`src/rtl/counter_pkg.sv`:
```
// Shared types and helpers for the programmable-counter sweep sequencer.
package counter_pkg;

    typedef enum logic [1:0] {
        UP        = 2'd0,
        DOWN      = 2'd1,
        BOUNCE_UP = 2'd2,
        BOUNCE_DN = 2'd3
    } sweep_mode_t;

    typedef enum logic [2:0] {
        IDLE  = 3'd0,
        LOAD  = 3'd1,
        RUN   = 3'd2,
        DWELL = 3'd3,
        DONE  = 3'd4
    } sweep_state_t;

    localparam logic DIR_UP = 1'b0;
    localparam logic DIR_DN = 1'b1;

    function automatic logic mode_is_bounce(input sweep_mode_t m);
        return (m == BOUNCE_UP) || (m == BOUNCE_DN);
    endfunction

    function automatic logic mode_start_dir(input sweep_mode_t m);
        return ((m == DOWN) || (m == BOUNCE_DN)) ? DIR_DN : DIR_UP;
    endfunction

endpackage

```
`src/rtl/counter_dwell_timer.sv`:
```
// Loadable down-counter for endpoint dwell; load beats freeze, expired is high at zero.
module counter_dwell_timer #(
    parameter int WIDTH = 8
) (
    input  logic             clk,
    input  logic             rst_n,
    input  logic             load,
    input  logic [WIDTH-1:0] load_val,
    input  logic             freeze,
    output logic             expired
);

    logic [WIDTH-1:0] count_r;

    // Count down toward zero unless frozen; hold at zero until reloaded.
    always_ff @(posedge clk or negedge rst_n) begin
        if (!rst_n) begin
            count_r <= '0;
        end else if (load) begin
            count_r <= load_val;
        end else if (!freeze && (count_r != '0)) begin
            count_r <= count_r - WIDTH'(1);
        end else begin
            count_r <= count_r;
        end
    end

    assign expired = (count_r == '0);

endmodule

```
`src/rtl/counter_sweep_ctrl.sv`:
```
// Sweep sequencer driving load/enable/dir of the 8-bit counter, with dwell and repeat control.
module counter_sweep_ctrl
    import counter_pkg::*;
#(
    parameter int WIDTH   = 8,
    parameter int DWELL_W = 8,
    parameter int REPS_W  = 4
) (
    input  logic               clk,
    input  logic               rst_n,
    input  logic [WIDTH-1:0]   cfg_start,
    input  logic [WIDTH-1:0]   cfg_lo,
    input  logic [WIDTH-1:0]   cfg_hi,
    input  logic [1:0]         cfg_mode,
    input  logic [DWELL_W-1:0] cfg_dwell,
    input  logic [REPS_W-1:0]  cfg_reps,
    input  logic               start,
    input  logic               abort,
    input  logic               hold,
    input  logic [WIDTH-1:0]   cnt_val,
    output logic               cnt_load,
    output logic [WIDTH-1:0]   cnt_load_val,
    output logic               cnt_enable,
    output logic               cnt_dir,
    output logic               busy,
    output logic               done,
    output logic               cfg_err,
    output logic [REPS_W-1:0]  pass_cnt
);

    sweep_state_t       state_r, state_s;
    sweep_mode_t        mode_r;
    logic [WIDTH-1:0]   start_r, lo_r, hi_r, target_r, load_val_r;
    logic [DWELL_W-1:0] dwell_r;
    logic [REPS_W-1:0]  reps_r, pass_r, pass_inc_s;
    logic               dir_r, load_r, busy_r, done_r, err_r;
    logic               sample_s, cfg_ok_s, start_dir_s, at_target_s;
    logic               accept_s, reject_s, arrive_s, expire_s;
    logic               freeze_s, tmr_expired_s;

    assign cfg_ok_s    = (cfg_lo <= cfg_hi) && (cfg_start >= cfg_lo) && (cfg_start <= cfg_hi);
    assign sample_s    = (state_r == IDLE) && start && !abort;
    assign start_dir_s = mode_start_dir(sweep_mode_t'(cfg_mode));
    assign at_target_s = (cnt_val == target_r);
    assign pass_inc_s  = pass_r + REPS_W'(1);
    assign freeze_s    = hold || (state_r != DWELL);

    counter_dwell_timer #(.WIDTH(DWELL_W)) u_dwell (
        .clk      (clk),
        .rst_n    (rst_n),
        .load     (arrive_s),
        .load_val (dwell_r),
        .freeze   (freeze_s),
        .expired  (tmr_expired_s)
    );

    // Next-state decode; abort overrides everything else.
    always_comb begin
        state_s  = state_r;
        accept_s = 1'b0;
        reject_s = 1'b0;
        arrive_s = 1'b0;
        expire_s = 1'b0;
        if (abort) begin
            state_s = IDLE;
        end else begin
            case (state_r)
                IDLE: begin
                    if (start) begin
                        if (cfg_ok_s) begin
                            accept_s = 1'b1;
                            state_s  = LOAD;
                        end else begin
                            reject_s = 1'b1;
                        end
                    end else begin
                        state_s = IDLE;
                    end
                end
                LOAD: state_s = RUN;
                RUN: begin
                    if (!hold && at_target_s) begin
                        arrive_s = 1'b1;
                        state_s  = DWELL;
                    end else begin
                        state_s = RUN;
                    end
                end
                DWELL: begin
                    if (!hold && tmr_expired_s) begin
                        expire_s = 1'b1;
                        if ((reps_r != '0) && (pass_inc_s == reps_r)) begin
                            state_s = DONE;
                        end else if (mode_is_bounce(mode_r)) begin
                            state_s = RUN;
                        end else begin
                            state_s = LOAD;
                        end
                    end else begin
                        state_s = DWELL;
                    end
                end
                DONE:    state_s = IDLE;
                default: state_s = IDLE;
            endcase
        end
    end

    // State register and strobes registered from the next state.
    always_ff @(posedge clk or negedge rst_n) begin
        if (!rst_n) begin
            state_r <= IDLE;
            load_r  <= 1'b0;
            busy_r  <= 1'b0;
            done_r  <= 1'b0;
            err_r   <= 1'b0;
        end else begin
            state_r <= state_s;
            load_r  <= (state_s == LOAD);
            busy_r  <= (state_s != IDLE);
            done_r  <= (state_s == DONE);
            err_r   <= reject_s;
        end
    end

    // Config snapshot taken whenever start is seen in IDLE, accepted or not.
    always_ff @(posedge clk or negedge rst_n) begin
        if (!rst_n) begin
            start_r <= '0;
            lo_r    <= '0;
            hi_r    <= '0;
            mode_r  <= UP;
            dwell_r <= '0;
            reps_r  <= '0;
        end else if (sample_s) begin
            start_r <= cfg_start;
            lo_r    <= cfg_lo;
            hi_r    <= cfg_hi;
            mode_r  <= sweep_mode_t'(cfg_mode);
            dwell_r <= cfg_dwell;
            reps_r  <= cfg_reps;
        end else begin
            start_r <= start_r;
        end
    end

    // Sweep datapath: a bounce turnaround flips direction and swaps the endpoint.
    always_ff @(posedge clk or negedge rst_n) begin
        if (!rst_n) begin
            load_val_r <= '0;
            pass_r     <= '0;
            dir_r      <= DIR_UP;
            target_r   <= '0;
        end else if (accept_s) begin
            load_val_r <= cfg_start;
            pass_r     <= '0;
            dir_r      <= start_dir_s;
            target_r   <= (start_dir_s == DIR_DN) ? cfg_lo : cfg_hi;
        end else if (expire_s) begin
            pass_r <= pass_inc_s;
            if (state_s == RUN) begin
                dir_r    <= ~dir_r;
                target_r <= (dir_r == DIR_UP) ? lo_r : hi_r;
            end else if (state_s == LOAD) begin
                load_val_r <= start_r;
            end else begin
                dir_r <= dir_r;
            end
        end else begin
            dir_r <= dir_r;
        end
    end

    // Enable is combinational so stepping stops exactly on the target.
    assign cnt_enable   = (state_r == RUN) && !hold && !abort && !at_target_s;
    assign cnt_load     = load_r;
    assign cnt_load_val = load_val_r;
    assign cnt_dir      = dir_r;
    assign busy         = busy_r;
    assign done         = done_r;
    assign cfg_err      = err_r;
    assign pass_cnt     = pass_r;

endmodule

```
`config.mk`:
```
export PLATFORM = sky130hd
export DESIGN_NAME = counter_sweep_ctrl
export DESIGN_NICKNAME = d
export VERILOG_FILES = /design/src/rtl/counter_pkg.sv /design/src/rtl/counter_dwell_timer.sv /design/src/rtl/counter_sweep_ctrl.sv
export SDC_FILE = /design/constraint.sdc
export NUM_CORES = 1
export LEC_CHECK = 0
export ABC_AREA = 1
export BUFFER_PORTS_ARGS = -buffer_cell sky130_fd_sc_hd__buf_2
export CORE_MARGIN = 2
export CORE_UTILIZATION = 53
export CTS_BUF_LIST = sky130_fd_sc_hd__clkbuf_4 sky130_fd_sc_hd__clkbuf_8
export DETAILED_ROUTE_END_ITERATION = 6
export HOLD_SLACK_MARGIN = 0.08
export PLACE_DENSITY = 0.76
export SLEW_MARGIN = 25
export SYNTH_ARGS = -nofsm -noshare
export SYNTH_HDL_FRONTEND = slang
export SYNTH_SLANG_ARGS = --single-unit
```
`constraint.sdc`:
```
create_clock -name clk -period 2.8 [get_ports clk]
set_clock_uncertainty 0.05 [all_clocks]
set_input_delay 0.14 -clock clk [delete_from_list [all_inputs] [get_ports clk]]
set_output_delay 0.14 -clock clk [all_outputs]
set_load 0.05 [all_outputs]
```
# Word-level counts from Yosys, hierarchy flattened
# Cells that the tools add are included.
[totals] register_bits=74 input_bits=51 elab_cells=104 out_inout_bits=18
[op_classes] bitwise=1 n_reduce_logical=29 magnitude_cmp=3 n_addsub=2 eq_ne=14 mux=39
[op_table] cell="8-bit two-way mux" count=11
[op_table] cell="1-bit two-way mux" count=19
[op_table] cell="8-bit less-or-equal comparator" count=2
[op_table] cell="3-bit two-way mux" count=5
[op_table] cell="3-bit case mux with 4 select lines" count=1
[op_table] cell="1-bit logical AND" count=11
[op_table] cell="3-bit by 2-bit == test with 1-bit output (second input constant)" count=3
[op_table] cell="8-bit == test" count=1
[op_table] cell="8-bit greater-or-equal comparator" count=1
[op_table] cell="8-bit logical NOT" count=1
[op_table] cell="4-bit two-way mux" count=2
[op_table] cell="2-bit nonzero test" count=4
[op_table] cell="8-bit nonzero test" count=1
[op_table] cell="8-bit by 1-bit subtractor with 8-bit output (second input constant)" count=1
[op_table] cell="2-bit == test (second input constant)" count=3
[op_table] cell="3-bit by 1-bit == test with 1-bit output (second input constant)" count=2
[op_table] cell="4-bit by 1-bit adder with 4-bit output (second input constant)" count=1
[op_table] cell="4-bit == test" count=1
[op_table] cell="1-bit logical NOT" count=4
[op_table] cell="4-bit nonzero test" count=1
[op_table] cell="3-bit == test (second input constant)" count=1
[op_table] cell="3-bit logical NOT" count=1
[op_table] cell="1-bit logical OR" count=3
[op_table] cell="3-bit by 2-bit != test with 1-bit output (second input constant)" count=1
[op_table] cell="7 further kinds" count=7

# Depth between registers and ports, before layout
[logic_depth] word_depth=12 depth_mapped=19 depth_no_buf=18

# Hierarchy
# A second synthesis with hierarchy kept.
[hier_totals] cells_unflattened=584 area_unflattened_um2=4423.0
[by_module_without_submodules] mod="counter_sweep_ctrl" cells_per_inst=498 n_inst=1 area_each_um2=3808.7
[by_module_without_submodules] mod="counter_dwell_timer" cells_per_inst=86 n_inst=1 area_each_um2=614.3

# Worst setup path after synthesis
# No wires, ideal clock.
[synth_timing] kind="reg-to-reg" from="register pass_r[0], in the netlist pass_cnt[0]" to="register load_val_r[0], in the netlist cnt_load_val[0]" setup_time_ns=0.066 synth_period_minus_slack_ns=2.300 path_slack_ns=0.500 stages_incl_launch_ff=15 path_buffers=0 required_ns=2.684 arrival_ns=2.184 cell_sequence="dfrtp_1 > ha_1 > xnor2_1 > nand2_1 > nor2_4 > nand3_4 > nand2_2 > nand2_2 > nand2_2 > inv_2 > nor2_4 > inv_4 > nor2_8 > nand2_1 > nand2_1"
[synth_between] elab_chain_cells=10 elab_cells_between_ends=12 classes_between="add/sub (1); eq/ne (4); mux (4); reduce/logical (3)"
[synth_rtl] element="from (decl)" line="counter_sweep_ctrl.sv:35" source="logic [REPS_W-1:0] reps_r, pass_r, pass_inc_s;"
[synth_rtl] element="from (signal assigned)" line="counter_sweep_ctrl.sv:160" source="pass_r <= pass_inc_s;"
[synth_rtl] element="4-bit by 1-bit adder with 4-bit output (*)" line="counter_sweep_ctrl.sv:45" source="assign pass_inc_s = pass_r + REPS_W'(1);"
[synth_rtl] element="4-bit == test (*)" line="counter_sweep_ctrl.sv:92" source="if ((reps_r != '0) && (pass_inc_s == reps_r)) begin"
[synth_rtl] element="1-bit logical AND (*)" line="counter_sweep_ctrl.sv:92"
[synth_rtl] element="3-bit two-way mux (*)" line="counter_sweep_ctrl.sv:92"
[synth_rtl] element="3-bit two-way mux (*)" line="counter_sweep_ctrl.sv:90" source="if (!hold && tmr_expired_s) begin"
[synth_rtl] element="3-bit case mux with 4 select lines (*)" line="counter_sweep_ctrl.sv:67" source="case (state_r)"
[synth_rtl] element="3-bit two-way mux (*)" line="counter_sweep_ctrl.sv:64" source="if (abort) begin"
[synth_rtl] element="net state_s[1]" line="counter_sweep_ctrl.sv:31" source="sweep_state_t state_r, state_s;"
[synth_rtl] element="3-bit by 2-bit == test with 1-bit output / 3-bit by 1-bit == test with 1-bit output (equally long branches)" line="counter_sweep_ctrl.sv:161, counter_sweep_ctrl.sv:164"
[synth_rtl] element="2-bit != test (no line) / 2-bit nonzero test (equally long branches)"
[synth_rtl] element="3-bit AND reduction (no line) (*)"
[synth_rtl] element="to (signal assigned)" line="counter_sweep_ctrl.sv:155" source="load_val_r <= cfg_start;"
[synth_rtl] element="to (signal assigned)" line="counter_sweep_ctrl.sv:165" source="load_val_r <= start_r;"
[synth_rtl] element="to (decl)" line="counter_sweep_ctrl.sv:33" source="logic [WIDTH-1:0] start_r, lo_r, hi_r, target_r, load_val_r;"
# Mark *: on every way through the listed nets, which the timed path passes. The rest lies on a longest branch.
# A chain may end at the register's enable or synchronous reset.

# Final worst setup path
[layout_timing] from="input cfg_hi[7]" to="register target_r[2]"
[layout_between] elab_chain_cells=10 elab_cells_between_ends=17 classes_between="order compare (2); eq/ne (1); mux (9); reduce/logical (5)"
[layout_rtl] element="from (decl)" line="counter_sweep_ctrl.sv:13" source="input logic [WIDTH-1:0] cfg_hi,"
[layout_rtl] element="8-bit less-or-equal comparator" line="counter_sweep_ctrl.sv:41" source="assign cfg_ok_s = (cfg_lo <= cfg_hi) && (cfg_start >= cfg_lo) && (cfg_start <= cfg_hi);"
[layout_rtl] element="1-bit logical AND" line="counter_sweep_ctrl.sv:41"
[layout_rtl] element="1-bit logical AND (*)" line="counter_sweep_ctrl.sv:41"
[layout_rtl] element="3-bit two-way mux" line="counter_sweep_ctrl.sv:70" source="if (cfg_ok_s) begin"
[layout_rtl] element="3-bit two-way mux" line="counter_sweep_ctrl.sv:69" source="if (start) begin"
[layout_rtl] element="3-bit case mux with 4 select lines" line="counter_sweep_ctrl.sv:67"
[layout_rtl] element="3-bit two-way mux" line="counter_sweep_ctrl.sv:64"
[layout_rtl] element="3-bit by 2-bit == test with 1-bit output" line="counter_sweep_ctrl.sv:161" source="if (state_s == RUN) begin"
[layout_rtl] element="2-bit nonzero test (no line)"
[layout_rtl] element="2-bit AND reduction (no line)"
[layout_rtl] element="to (signal assigned)" line="counter_sweep_ctrl.sv:158" source="target_r <= (start_dir_s == DIR_DN) ? cfg_lo : cfg_hi;"
[layout_rtl] element="to (signal assigned)" line="counter_sweep_ctrl.sv:163" source="target_r <= (dir_r == DIR_UP) ? lo_r : hi_r;"
[layout_rtl] element="to (decl)" line="counter_sweep_ctrl.sv:33"
# Every way passes the cells marked *; elsewhere a longest branch is shown, timed or not.

==> metrics.yaml <==
cp.depth: 16
p_leak_nw: 2.87
syn_nets: 630
rows: 32
cts.sinks: 73
gp_congestion: 0.841
p_int_mw: 1.89
synth_flop_cell: "dfrtp_1"
numCtsBuffers: 9
worstPathRequired_ns: 2.99
met1_length_mm: 4.70
crit_top_cell: "nand2_1"
first_global_vias: 3797
drt_first_iter_violations: 205
ant_nets: 0
drv_slew: 0
critPathBufInv: 5
area_growth_pct: 22.0
grt_use_total: 0.250
r2r_slack_ns: 0.56
crit_family: "buffers and inverters"
grt_setup_unrepaired: "false"
ys_seq_area_frac: 0.429
synth.most_common_cell: "nand2_1"
ys_warn_count: 0
r2r_end: "cnt_load_val[5]$_DFFE_PN0P_"
wl_met3_um: 490
wl_met2_mm: 4.67
seqCellArea_um2: 1830
die-width_um: 93.7
cts_tree: "yes"
fill_cells: 660
seqPwrFrac: 0.461
synth_area_per_cell_um2: 7.71
ir_drop_uv: 255
dr.pass1.iters: 5
grt_start_max_net_pins: 44
startpoint: "cfg_hi[7]"
path_cells: "dlygate4sd3_1 -> buf_2 -> inv_1 -> ha_1 -> a21oi_1 -> o21a_1 -> nand2_1 -> nand2_1 -> nand2_1 -> nor2_1 -> nand3_2 -> buf_4 -> nand2_2 -> inv_1 -> nand2_1 -> nand2_1"
syn_area_um2: 4260
wire_per_inst_um: 13.2
placed_area_um2: 4710
cp_slowest_cell: "dlygate4sd3_1"
top_level_ports: 69
finalSetupTns_ns: 0
combPwrFrac: 0.309
cap_violations: 0
port_buffers: 68
muxShareOfSynthArea: 0.00470
synth-simple-area-share: 0.299
synth_xor_xnor_area_share: 0.0226
hold_path.class: "in2reg"
pwr-share-clk: 0.230
status: "finished, final reports clean"
synthAdderAreaFrac: 0.0763
slew_headroom: 0.513
synthesis.instances: 553
powerDensity_nw_per_um2: 583
drc: 0
num-nets-final: 731
multiInputGateArea_um2: 2130
via_per_inst: 5.11
worstRegToRegCells: 14
synth_top_family_by_area: "simple AND/OR/NAND/NOR gates"
cts_root_buf: "clkbuf_8"
reg2reg_from: "pass_cnt[0]$_DFFE_PN0P_"
post-cts-setup-buffers: 0
fmax_mhz: 417
place_hpwl_mm: 7.30
clk_pin_slew_worst_paths_ns: 0.08
drive_above_1_share: 0.179
grt_pass1_wl_mm: 17.2
vias: 3892
cts.htree.levels: 3
cp_max_fo: 26
netlist.area_leader.share: 0.429
die_h_um: 93.7
arrival_ns: 2.59
worst_setup_path_end_kind: "register"
finalHoldViolations: 0
setup_viol: 0
antenna_found_initial: 0
finalCriticalPeriod_ns: 2.40
netSwitchingPower_mw: 1.14
die_area_um2: 8770
worstSetupStartpointType: "input port"
worst_slew_pin_slew_ns: 0.730
max_stage_delay_ns: 0.54
clockBufferDepth: 2
initial_core_util: 0.549
synthDistinctLibCells: 35
critPathKind: "in2reg"
clk_latency_ns: 0.35
routed_wl_mm: 10.0
finalCritPeriodShare: 0.856
endpoint: "target_r[2]$_DFFE_PN0P_"
core_area_um2: 7770
postSynth.asyncResetShare: 1.00
yosys-top-cells-area: "dfrtp_1 (43%), nand2_1 (17%), ha_1 (7.6%)"
p_sw_frac: 0.376
yosys.area.top_type: "dfrtp_1"
top_layer: "met4"
diodes: 0
synth-edff-count: 0
grt_overflow_total: 0
post_cts_resized: 0
synth_common_cells: "nand2_1 (191), dfrtp_1 (73), inv_1 (62)"
finalInstanceArea_um2: 5200
synth_compound_area_frac: 0.0954
ys_ff_latch: 73
-- logic make-up after synthesis --
family | count (synthesis)
simple gates | 285
buf+inv | 81
compound gates | 75
flops | 73
fa+ha+maj | 26
xor+xnor | 11
mux | 2
-- routing by layer --
layer / up-vias / GRT usage
li1: 1953 / -
met1: 1816 / 0.336
met2: 108 / 0.402
met3: 15 / 0.0530
met4: 0 / 0.0930
met5: - / 0
-- worst min path at each step --
stage	startpoint	to	cells after the start
after floorplan	rst_n	busy$_DFF_PN0_	0
after global placement	rst_n	dwell_r[0]$_DFFE_PN0P_	1
after detailed placement	rst_n	dwell_r[0]$_DFFE_PN0P_	1
after CTS	cfg_lo[1]	lo_r[1]$_DFFE_PN0P_	3
after global routing	cfg_hi[4]	hi_r[4]$_DFFE_PN0P_	3
final	cfg_hi[4]	hi_r[4]$_DFFE_PN0P_	3
-- registers in the layout, indices dropped and copies added, names as in the netlist, 8 cells and up --
signal,cells
start_r,8
target_r,8
cnt_load_val,8
hi_r,8
dwell_r,8
u_dwell.count_r,8
lo_r,8
-- layout make-up --
type	count	share of cell area
Inverter	67	0.0488
Clock inverter	7	0.00722
Tap cell	102	0.0245
Sequential cell	73	0.351
Multi-Input combinational cell	399	0.409
Clock buffer	9	0.0238
Timing Repair Buffer	104	0.136
-- power by group through the flow --
stage	sequential (mW)	clock (mW)	combinational (mW)
2_1_floorplan	1.58	0	0.468
3_3_place_gp	1.41	0	0.879
3_5_place_dp	1.42	0	0.901
4_1_cts	1.40	0.711	0.940
5_1_grt	1.43	0.763	1.06
6_report	1.40	0.699	0.937
-- through the flow --
step | instances | hold WS, ns | power (mW) | util | setup WS [ns]
6_report | 761 | 0.0908 | 3.03 | 0.670 | 0.402
5_1_grt | 761 | 0.105 | 3.25 | 0.670 | 0.188
3_5_place_dp | 712 | 0.185 | 2.32 | 0.606 | 0.552
3_3_place_gp | 712 | 0.190 | 2.29 | 0.606 | 0.604
2_1_floorplan | 553 | -0.206 | 2.05 | - | 0.500
4_1_cts | 761 | 0.0862 | 3.05 | 0.670 | 0.459
-- worst register-to-register path, cell delays in order, from the launching register on --
cell     delay [ns]
dfrtp_1        0.48
ha_1           0.38
xnor2_1        0.16
nand2_1        0.10
nor2_4         0.13
nand3_4        0.11
nand2_2        0.08
nand2_2        0.05
nand2_2        0.07
inv_2          0.05
nor2_4         0.16
inv_4          0.07
nor2_8         0.15
nand2_1        0.07
nand2_1        0.06
-- cell usage in the layout, fill, tap and decap left out, types with 3 or more instances in the layout --
cell type | synthesis | final
inv_1 | 62 | 61
xor2_1 | 6 | 6
nand2_2 | 8 | 8
nand2_1 | 191 | 191
o221ai_1 | 3 | 3
xnor2_1 | 5 | 5
ha_1 | 26 | 26
inv_2 | 4 | 5
clkinv_2 | 0 | 6
nor2_1 | 37 | 36
buf_2 | 1 | 68
nand3_1 | 21 | 21
nand4_1 | 7 | 7
nor2_4 | 4 | 4
dfrtp_1 | 73 | 73
a21oi_1 | 14 | 14
nor2_2 | 3 | 4
clkbuf_8 | 0 | 9
dlygate4sd3_1 | 0 | 33
o21ai_0 | 50 | 50
nor3_1 | 4 | 4
-- timing repair --
| action | 4_1_cts | 5_1_grt |
|---|---|---|
| endpoints found under the hold margin | 62 | 0 |
| hold buffers | 33 | 0 |
| endpoints found under the setup margin | 0 | 0 |
Note: power is estimated with default switching activity, not from simulation.
